### src/rtl/contador_direccion_if.sv
// Bus interface for the two-sensor direction detector / occupancy counter.
// Groups the sensor inputs, count clear and all detector outputs.
//   master : drives a, b, clr; observes inc, dec, err, count, full, empty
//   slave  : the detector side (inverse directions)
interface contador_direccion_if #(
  parameter int unsigned COUNT_W = 4
);
  logic               a;      // raw sensor A, asynchronous to clk
  logic               b;      // raw sensor B, asynchronous to clk
  logic               clr;    // synchronous clear of count
  logic               inc;    // one-cycle pulse: a-then-b completed
  logic               dec;    // one-cycle pulse: b-then-a completed
  logic               err;    // one-cycle pulse: timeout or simultaneous arrival
  logic [COUNT_W-1:0] count;  // saturating net event count
  logic               full;   // count == MAX_COUNT
  logic               empty;  // count == 0

  modport master (
    output a, b, clr,
    input  inc, dec, err, count, full, empty
  );

  modport slave (
    input  a, b, clr,
    output inc, dec, err, count, full, empty
  );
endinterface

### src/rtl/contador_direccion.sv
// Two-sensor direction detector with saturating occupancy counter.
// Raw sensors are synchronised (2 flops) and debounced; the FSM turns an
// a-then-b sequence into an inc pulse and b-then-a into a dec pulse, aborts
// on retreat, flags timeout / simultaneous arrival with err, and only re-arms
// once both filtered sensors are clear.
// Ports:
//   clk   : system clock, rising edge
//   reset : asynchronous active-high reset
//   bus   : contador_direccion_if slave (a, b, clr in; inc, dec, err,
//           count, full, empty out)
module contador_direccion #(
  parameter int unsigned DEB_CYCLES = 2,
  parameter int unsigned TIMEOUT    = 16,
  parameter int unsigned COUNT_W    = 4,
  parameter int unsigned MAX_COUNT  = 9
) (
  input logic                  clk,
  input logic                  reset,
  contador_direccion_if.slave  bus
);

  // Debounce counter only needs to reach DEB_CYCLES-1 before toggling.
  localparam int unsigned DW = (DEB_CYCLES > 1) ? $clog2(DEB_CYCLES) : 1;
  localparam logic [DW-1:0] DEB_LAST = DW'(DEB_CYCLES - 1);

  // Timer counts 0..TIMEOUT-1 while waiting for the second sensor.
  localparam int unsigned TW = (TIMEOUT > 1) ? $clog2(TIMEOUT) : 1;
  localparam int unsigned TO_LAST_I = (TIMEOUT > 0) ? TIMEOUT - 1 : 0;
  localparam logic [TW-1:0] TO_LAST = TW'(TO_LAST_I);

  localparam logic [COUNT_W-1:0] MAX_C = COUNT_W'(MAX_COUNT);

  typedef enum logic [2:0] {
    StIdle,
    StAFirst,
    StBFirst,
    StADone,
    StBDone,
    StErr,
    StWaitClear
  } state_t;

  // Channel 0 is sensor A, channel 1 is sensor B.
  logic [1:0]    raw;
  logic [1:0]    sync1;
  logic [1:0]    sync2;
  logic [1:0]    filt;
  logic [DW-1:0] deb_cnt [2];

  state_t        state;
  logic [TW-1:0] timer;
  logic          pulse_inc;
  logic          pulse_dec;
  logic          pulse_err;
  logic [COUNT_W-1:0] count;

  logic af;
  logic bf;

  assign raw = {bus.b, bus.a};
  assign af  = filt[0];
  assign bf  = filt[1];

  // Synchroniser and debounce filter.
  always_ff @(posedge clk or posedge reset) begin
    if (reset) begin
      sync1 <= '0;
      sync2 <= '0;
      filt  <= '0;
      for (int i = 0; i < 2; i++) begin
        deb_cnt[i] <= '0;
      end
    end else begin
      sync1 <= raw;
      sync2 <= sync1;
      for (int i = 0; i < 2; i++) begin
        if (sync2[i] != filt[i]) begin
          if (deb_cnt[i] == DEB_LAST) begin
            filt[i]    <= ~filt[i];
            deb_cnt[i] <= '0;
          end else begin
            deb_cnt[i] <= deb_cnt[i] + DW'(1);
          end
        end else begin
          deb_cnt[i] <= '0;
        end
      end
    end
  end

  // Sequence FSM; pulses are registered together with the state so they are
  // high exactly while the FSM sits in StADone / StBDone / StErr.
  always_ff @(posedge clk or posedge reset) begin
    if (reset) begin
      state     <= StIdle;
      timer     <= '0;
      pulse_inc <= 1'b0;
      pulse_dec <= 1'b0;
      pulse_err <= 1'b0;
    end else begin
      pulse_inc <= 1'b0;
      pulse_dec <= 1'b0;
      pulse_err <= 1'b0;
      unique case (state)
        StIdle: begin
          timer <= '0;  // guarantees a fresh timer on entry to the FIRST states
          if (af && !bf) begin
            state <= StAFirst;
          end else if (!af && bf) begin
            state <= StBFirst;
          end else if (af && bf) begin
            state     <= StErr;
            pulse_err <= 1'b1;
          end
        end
        StAFirst: begin
          if (bf) begin
            state     <= StADone;
            pulse_inc <= 1'b1;
          end else if (!af) begin
            state <= StIdle;
          end else if ((TIMEOUT != 0) && (timer == TO_LAST)) begin
            state     <= StErr;
            pulse_err <= 1'b1;
          end else begin
            timer <= timer + TW'(1);
          end
        end
        StBFirst: begin
          if (af) begin
            state     <= StBDone;
            pulse_dec <= 1'b1;
          end else if (!bf) begin
            state <= StIdle;
          end else if ((TIMEOUT != 0) && (timer == TO_LAST)) begin
            state     <= StErr;
            pulse_err <= 1'b1;
          end else begin
            timer <= timer + TW'(1);
          end
        end
        StADone, StBDone, StErr: begin
          state <= StWaitClear;
        end
        StWaitClear: begin
          if (!af && !bf) begin
            state <= StIdle;
          end
        end
        default: begin
          state <= StIdle;
        end
      endcase
    end
  end

  // Occupancy counter: clr beats inc beats dec; out-of-range steps dropped.
  always_ff @(posedge clk or posedge reset) begin
    if (reset) begin
      count <= '0;
    end else if (bus.clr) begin
      count <= '0;
    end else if (pulse_inc && (count < MAX_C)) begin
      count <= count + COUNT_W'(1);
    end else if (pulse_dec && (count != '0)) begin
      count <= count - COUNT_W'(1);
    end
  end

  assign bus.inc   = pulse_inc;
  assign bus.dec   = pulse_dec;
  assign bus.err   = pulse_err;
  assign bus.count = count;
  assign bus.full  = (count == MAX_C);
  assign bus.empty = (count == '0);

endmodule

### src/flat_wrapper.sv
// flat-port wrapper written by rule: the top's interface ports become plain ports
module contador_direccion_flat 
#(
  parameter int unsigned DEB_CYCLES = 2,
  parameter int unsigned TIMEOUT    = 16,
  parameter int unsigned COUNT_W    = 4,
  parameter int unsigned MAX_COUNT  = 9
)
  (clk, reset, bus_a, bus_b, bus_clr, bus_inc, bus_dec, bus_err, bus_count, bus_full, bus_empty);
  contador_direccion_if #(.COUNT_W(COUNT_W)) bus_i ();
  input logic clk;
  input logic reset;
  input wire logic [$bits(bus_i.a)-1:0] bus_a;
  input wire logic [$bits(bus_i.b)-1:0] bus_b;
  input wire logic [$bits(bus_i.clr)-1:0] bus_clr;
  output wire logic [$bits(bus_i.inc)-1:0] bus_inc;
  output wire logic [$bits(bus_i.dec)-1:0] bus_dec;
  output wire logic [$bits(bus_i.err)-1:0] bus_err;
  output wire logic [$bits(bus_i.count)-1:0] bus_count;
  output wire logic [$bits(bus_i.full)-1:0] bus_full;
  output wire logic [$bits(bus_i.empty)-1:0] bus_empty;
  assign bus_i.a = bus_a;
  assign bus_i.b = bus_b;
  assign bus_i.clr = bus_clr;
  assign bus_inc = bus_i.inc;
  assign bus_dec = bus_i.dec;
  assign bus_err = bus_i.err;
  assign bus_count = bus_i.count;
  assign bus_full = bus_i.full;
  assign bus_empty = bus_i.empty;
  contador_direccion #(.DEB_CYCLES(DEB_CYCLES), .TIMEOUT(TIMEOUT), .COUNT_W(COUNT_W), .MAX_COUNT(MAX_COUNT)) u_core (.clk(clk), .reset(reset), .bus(bus_i));
endmodule
### config.mk
export PLATFORM = sky130hd
export DESIGN_NAME = contador_direccion_flat
export DESIGN_NICKNAME = d
export VERILOG_FILES = /design/src/rtl/contador_direccion_if.sv /design/src/rtl/contador_direccion.sv /design/src/flat_wrapper.sv
export SDC_FILE = /design/constraint.sdc
export NUM_CORES = 1
export LEC_CHECK = 0
export CORE_ASPECT_RATIO = 2
export CORE_MARGIN = 4
export CORE_UTILIZATION = 45
export DETAILED_ROUTE_END_ITERATION = 10
export MAX_ROUTING_LAYER = met4
export PLACE_DENSITY = 0.69
export RECOVER_POWER = 25
export SLEW_MARGIN = 20
export SYNTH_ARGS = -nofsm -noshare
export SYNTH_HDL_FRONTEND = slang
export SYNTH_SLANG_ARGS = --single-unit
### constraint.sdc
create_clock -name clk -period 2.4 [get_ports clk]
set_input_delay 0.24 -clock clk [delete_from_list [all_inputs] [get_ports clk]]
set_output_delay 0.24 -clock clk [all_outputs]
set_load 0.005 [all_outputs]
# ---- Word-level counts from Yosys, hierarchy flattened
# Index checks and enable logic that the tools add are counted.
dict set report classes {
  add_sub_neg 5
  multipliers 0
  div 0
  magnitude_cmp 1
  eq_ne 16
  shifts 0
  muxes 36
  bitwise 2
  n_reduce_logical 18
}
# op count
set op_table {}
lappend op_table {{$mux 4} 8}
lappend op_table {{$mux 3} 9}
lappend op_table {{$mux 1} 16}
lappend op_table {{$pmux 3 s5} 1}
lappend op_table {{$pmux 4 s3} 1}
lappend op_table {{$eq 3x3->1 const B} 3}
lappend op_table {{$add 4x1->4 const B} 2}
lappend op_table {{$eq 4x4->1 const B} 2}
lappend op_table {{$eq 3x2->1 const B} 2}
lappend op_table {{$logic_and 1x1->1} 6}
lappend op_table {{$ne 2x1->1 const B} 3}
lappend op_table {{$reduce_and 2->1} 3}
lappend op_table {{$reduce_bool 3->1} 2}
lappend op_table {{$reduce_and 5->1} 1}
lappend op_table {{$logic_not 4->1} 1}
lappend op_table {{$lt 4x4->1 const B} 1}
lappend op_table {{$ne 2x2->1 const B} 2}
lappend op_table {{$ne 4x1->1 const B} 1}
lappend op_table {{$reduce_bool 4->1} 1}
lappend op_table {{$sub 4x1->4 const B} 1}
lappend op_table {{$eq 3x1->1 const B} 1}
lappend op_table {{$logic_not 3->1} 1}
lappend op_table {{$pmux 1 s3} 1}
lappend op_table {{$reduce_or 3->1} 1}
lappend op_table {{other kinds (4)} 8}
dict set report word_totals {
  regBits 22
  latch_bits 0
  ram_bits 0
  mem_bits_ro 0
  in_bits 5
  output_inout_bits 9
  word_cells 90
  mem_count 0
}

# ---- Logic depth before layout (Yosys ltp)
dict set report logic_depth {
  word_depth 5
  ltp_mapped 8
  ltp_nobuf 8
}

# ---- Least setup slack after synthesis
# No wires, ideal clock.
dict set report synth_path {
  path_kind {register to register}
  from {reg u_core.count[0], in the netlist u_core.bus.count[0]}
  to {reg u_core.count[3], in the netlist u_core.bus.count[3]}
  setup_ns 0.118
  t_arrival_ns 2.315
  required_ns 2.282
  path_slack_ns -0.033
  stages_incl_launch_ff 9
  n_path_buf 0
  period_less_slack_ns 2.433
  cell_sequence {dfrtp_1 -> or3_4 -> nand2_1 -> nand2_1 -> ha_1 -> a21o_2 -> a21oi_1 -> mux4_2 -> nor2b_1}
}
dict set report synth_between {
  elab_chain_len 4
  elab_cells_between_ends 10
  classes_between {add/sub: 2; order compare: 1; mux: 3; reduce/logical: 4}
}
# element line_no
set synth_rtl {}
lappend synth_rtl {{from (decl)} contador_direccion.sv:55} ;# logic [COUNT_W-1:0] count;
lappend synth_rtl {{from (signal assigned)} contador_direccion.sv:164} ;# count <= count + COUNT_W'(1);
lappend synth_rtl {{from (signal assigned)} contador_direccion.sv:166} ;# count <= count - COUNT_W'(1);
lappend synth_rtl {{$sub 4x1->4 or $lt 4x4->1 (tied branches)} {contador_direccion.sv:166, contador_direccion.sv:163}}
lappend synth_rtl {{$mux 4 or $logic_and 1x1->1 (tied branches)} {contador_direccion.sv:165, contador_direccion.sv:163}}
lappend synth_rtl {{$mux 4} contador_direccion.sv:163} ;# end else if (pulse_inc && (count < MAX_C)) begin
lappend synth_rtl {{$mux 4} contador_direccion.sv:161} ;# end else if (bus.clr) begin
# Parallel ways exist; a longest one is shown, timed or not. The select of a mux whose other input is x is not followed.
# A chain may end at the register's enable or synchronous reset.

# ---- Worst setup path in the final report
dict set report layout_path {
  from {reg u_core.count[1], in the netlist u_core.bus.count[1]}
  to {reg u_core.count[3], in the netlist u_core.bus.count[3]}
}
# The elaborated chain is that of the path after synthesis.

==> impl_metrics.env <==
export IMPL_status="finished, final reports clean"
export IMPL_grt_pass1_wl_um=4420
export IMPL_root_buffer="clkbuf_8"
export IMPL_dr_pass1_iters=5
export IMPL_path_clk_slew_ps=80
export IMPL_min_path_type="reg -> reg"
export IMPL_ys_ff_latch=22
export IMPL_drt_met1_wl_um=983
export IMPL_synth_commonest_cells="dfrtp_1, nand2_1, a21oi_1, inv_1"
export IMPL_cts_tree="done"
export IMPL_route_met2_wl_um=1580
export IMPL_detail_route_wl_per_cell_um=14.8
export IMPL_ctsHtreeMaxLevel=1
export IMPL_synth_most_common_cell="dfrtp_1"
export IMPL_setup_viol=0
export IMPL_ys_warn_count=0
export IMPL_synth_edff_count=0
export IMPL_hpwlAfterDp_um=2030
export IMPL_grt_max_degree=23
export IMPL_synthArstFlopShare_pct=100
export IMPL_yosysTopAreaCell="dfrtp_1"
export IMPL_synth_mux_area_share_pct=3.42
export IMPL_die_height_um=82.4
export IMPL_wl_met3_um=87
export IMPL_areaGrowthSynthToFinish_pct=24.4
export IMPL_worstHoldPathCells=0
export IMPL_slew_headroom_pct=45.9
export IMPL_vias_per_cell=5.63
export IMPL_port_buffers=13
export IMPL_nets=169
export IMPL_detailedRoute_firstIterationViolations=32
export IMPL_crit_buf_inv=0
export IMPL_cellPowerDensity_nw_per_um2=1060
export IMPL_slew_violations=0
export IMPL_worstSetupStartpointType="flop"
export IMPL_grt_setup_unrepaired="no"
export IMPL_fmax_mhz=437
export IMPL_gp_congestion=0.874
export IMPL_leakage_uw=0.000700
export IMPL_synth_adder_area_share_pct=8.64
export IMPL_ant_nets=0
export IMPL_finalHoldViolCount=0
export IMPL_start_util_pct=47.8
export IMPL_critical_path_max_stage_delay_ps=500
export IMPL_overflow=0
export IMPL_drive_gt1_share_pct=14.2
export IMPL_cts_buffers_inserted=3
export IMPL_path_depth=8
export IMPL_synth_xor_area_share_pct=3.52
export IMPL_dr_total_vias=1031
export IMPL_synth_area_leaders="dfrtp_1, ha_1, a21oi_1, nand2_1, o21ai_0"
export IMPL_cts_sinks=22
export IMPL_drc=0
export IMPL_yosys_area_share_simple_pct=17.5
export IMPL_fillers=233
export IMPL_die_area_um2=3720
export IMPL_crit_family="simple AND/OR/NAND/NOR gates"
export IMPL_clk_latency_ps=270
export IMPL_cap_violations=0
export IMPL_clockBufferDepth=2
export IMPL_cp_max_fo=3
export IMPL_post_route_min_period_ps=2290
export IMPL_netlist_area_leader_share_pct=44.2
export IMPL_core_um2=2600
export IMPL_die_w_um=45.2
export IMPL_max_slew_worst_pin_slew_ps=811
export IMPL_endpoint_kind="flop"
export IMPL_syn_num_nets=147
export IMPL_avgSynthCellArea_um2=9.29
export IMPL_n_antenna_cell=0
export IMPL_antenna_found_initial=0
export IMPL_fp_row_count=26
export IMPL_yosysSeqAreaShare_pct=44.2
export IMPL_crit_slowest_cell="mux4_2"
export IMPL_top_layer="met4"
export IMPL_period_share_pct=95.4
export IMPL_finalClockSkew_ps=5.91
export IMPL_finalWirelength_um=2710
export IMPL_synth_compound_area_share_pct=18.0
export IMPL_criticalPathCategory="reg -> reg"
export IMPL_synth_area_um2=1240
export IMPL_grtUsageTotal_pct=16.4
export IMPL_arrival_ps=2450
export IMPL_grt_pass1_vias=1061
export IMPL_ir_worst_vdd_uv=764
export IMPL_netlist_instances=134
export IMPL_critPathRequiredTime_ps=2560
export IMPL_yosysUniqueCellTypes=33
export IMPL_io_pins=14
export IMPL_whs_ps=354
export IMPL_worstPathCellList="or3_4 > nand2_4 > nand2_2 > ha_4 > a21o_2 > a21oi_2 > mux4_2 > nor2b_2"
export IMPL_rr_worst_depth=8
export IMPL_setup_tns_ps=0
export IMPL_ys_flop_type="dfrtp_1"
export IMPL_synth_top_family_by_area="compound AO/OA/AOI/OAI gates"
-- final timing paths --
kind,startpoint,end,slack [ps]
setup / recovery,u_core.bus.count[1]$_DFFE_PP0P_,u_core.bus.count[3]$_DFFE_PP0P_,110
hold / removal,u_core.sync1[1]$_DFF_PP0_,u_core.sync2[1]$_DFF_PP0_,350
setup reg to reg,u_core.bus.count[1]$_DFFE_PP0P_,u_core.bus.count[3]$_DFFE_PP0P_,110
hold reg to reg,u_core.sync1[1]$_DFF_PP0_,u_core.sync2[1]$_DFF_PP0_,350
max in group asynchronous,reset,u_core.filt[1]$_DFFE_PP0P_,1330
min in group asynchronous,reset,u_core.timer[2]$_DFFE_PP0P_,560
-- kinds of logic (layout without fill, tap and decap cells) --
logic type	Yosys count	in the layout
buffers and inverters	15	36
DFF	22	22
AOI/OAI and AO/OA	35	35
and+or+nand+nor	46	46
muxes	3	3
xor gates and xnor gates	5	5
adders and majority gates	8	8
-- area by class of cell --
class / count / area (um2) / area share [%]
clock buffer: 3 / 41.3 / 2.67
clock inverter: 1 / 30.0 / 1.94
inverter: 12 / 45.0 / 2.91
multi-input combinational: 97 / 664 / 42.9
sequential: 22 / 551 / 35.5
tap: 28 / 35.0 / 2.26
timing repair buffer: 20 / 183 / 11.8
-- layout by cell type, fill, tap and decap left out, types with 2 or more instances in the layout --
cell type / netlist / routed
a21oi_1: 12 / 11
and3_1: 3 / 3
buf_4: 0 / 7
clkbuf_8: 0 / 3
clkdlybuf4s50_1: 0 / 10
dfrtp_1: 22 / 22
dlygate4sd3_1: 0 / 3
ha_1: 7 / 6
inv_1: 12 / 12
mux2i_1: 2 / 2
nand2_1: 16 / 14
nand3_1: 6 / 6
nor2_1: 11 / 11
nor2b_1: 3 / 2
nor3_1: 2 / 2
o21ai_0: 11 / 11
or2_2: 2 / 2
xnor2_1: 5 / 5
-- metrics by stage --
stage	power (uW)	std cells	instance area [um2]	util, %	setup slack, ps
6_report	1650	183	1550	59.5	109
5_1_grt	1770	183	1550	59.5	40.8
4_1_cts	1640	181	1510	58.1	37.9
3_5_place_dp	1290	177	1440	55.3	51.8
3_3_place_gp	1260	177	1440	55.3	87.0
2_1_floorplan	1080	134	1250	-	30.6
-- routing by layer --
metal / GRT usage (%) / vias to the layer above
li1: - / 504
met1: 16.2 / 496
met2: 30.7 / 25
met3: 2.17 / 6
met4: 6.74 / 0
met5: - / -
-- flip-flops by register name (all words and copies together) (netlist names) --
signal            count
u_core.bus.inc        1
u_core.deb_cnt        2
u_core.filt           2
u_core.timer          4
u_core.bus.err        1
u_core.bus.count      4
u_core.sync1          2
u_core.sync2          2
u_core.bus.dec        1
u_core.state          3
-- what timing repair did --
item,4_1_cts,5_1_grt
hold buffers,0,0
endpoints found under the setup margin,0,1
setup buffers,0,2
gates resized for setup,0,4
hold endpoints to repair,0,0
-- power by group --
part           leakage [uW]  internal, uW  switching [uW]  total (uW)
Clock             0.0000357           223             122         345
Sequential         0.000285           463             149         612
Combinational      0.000379           317             374         691
Power figures use the tool's default switching activity.
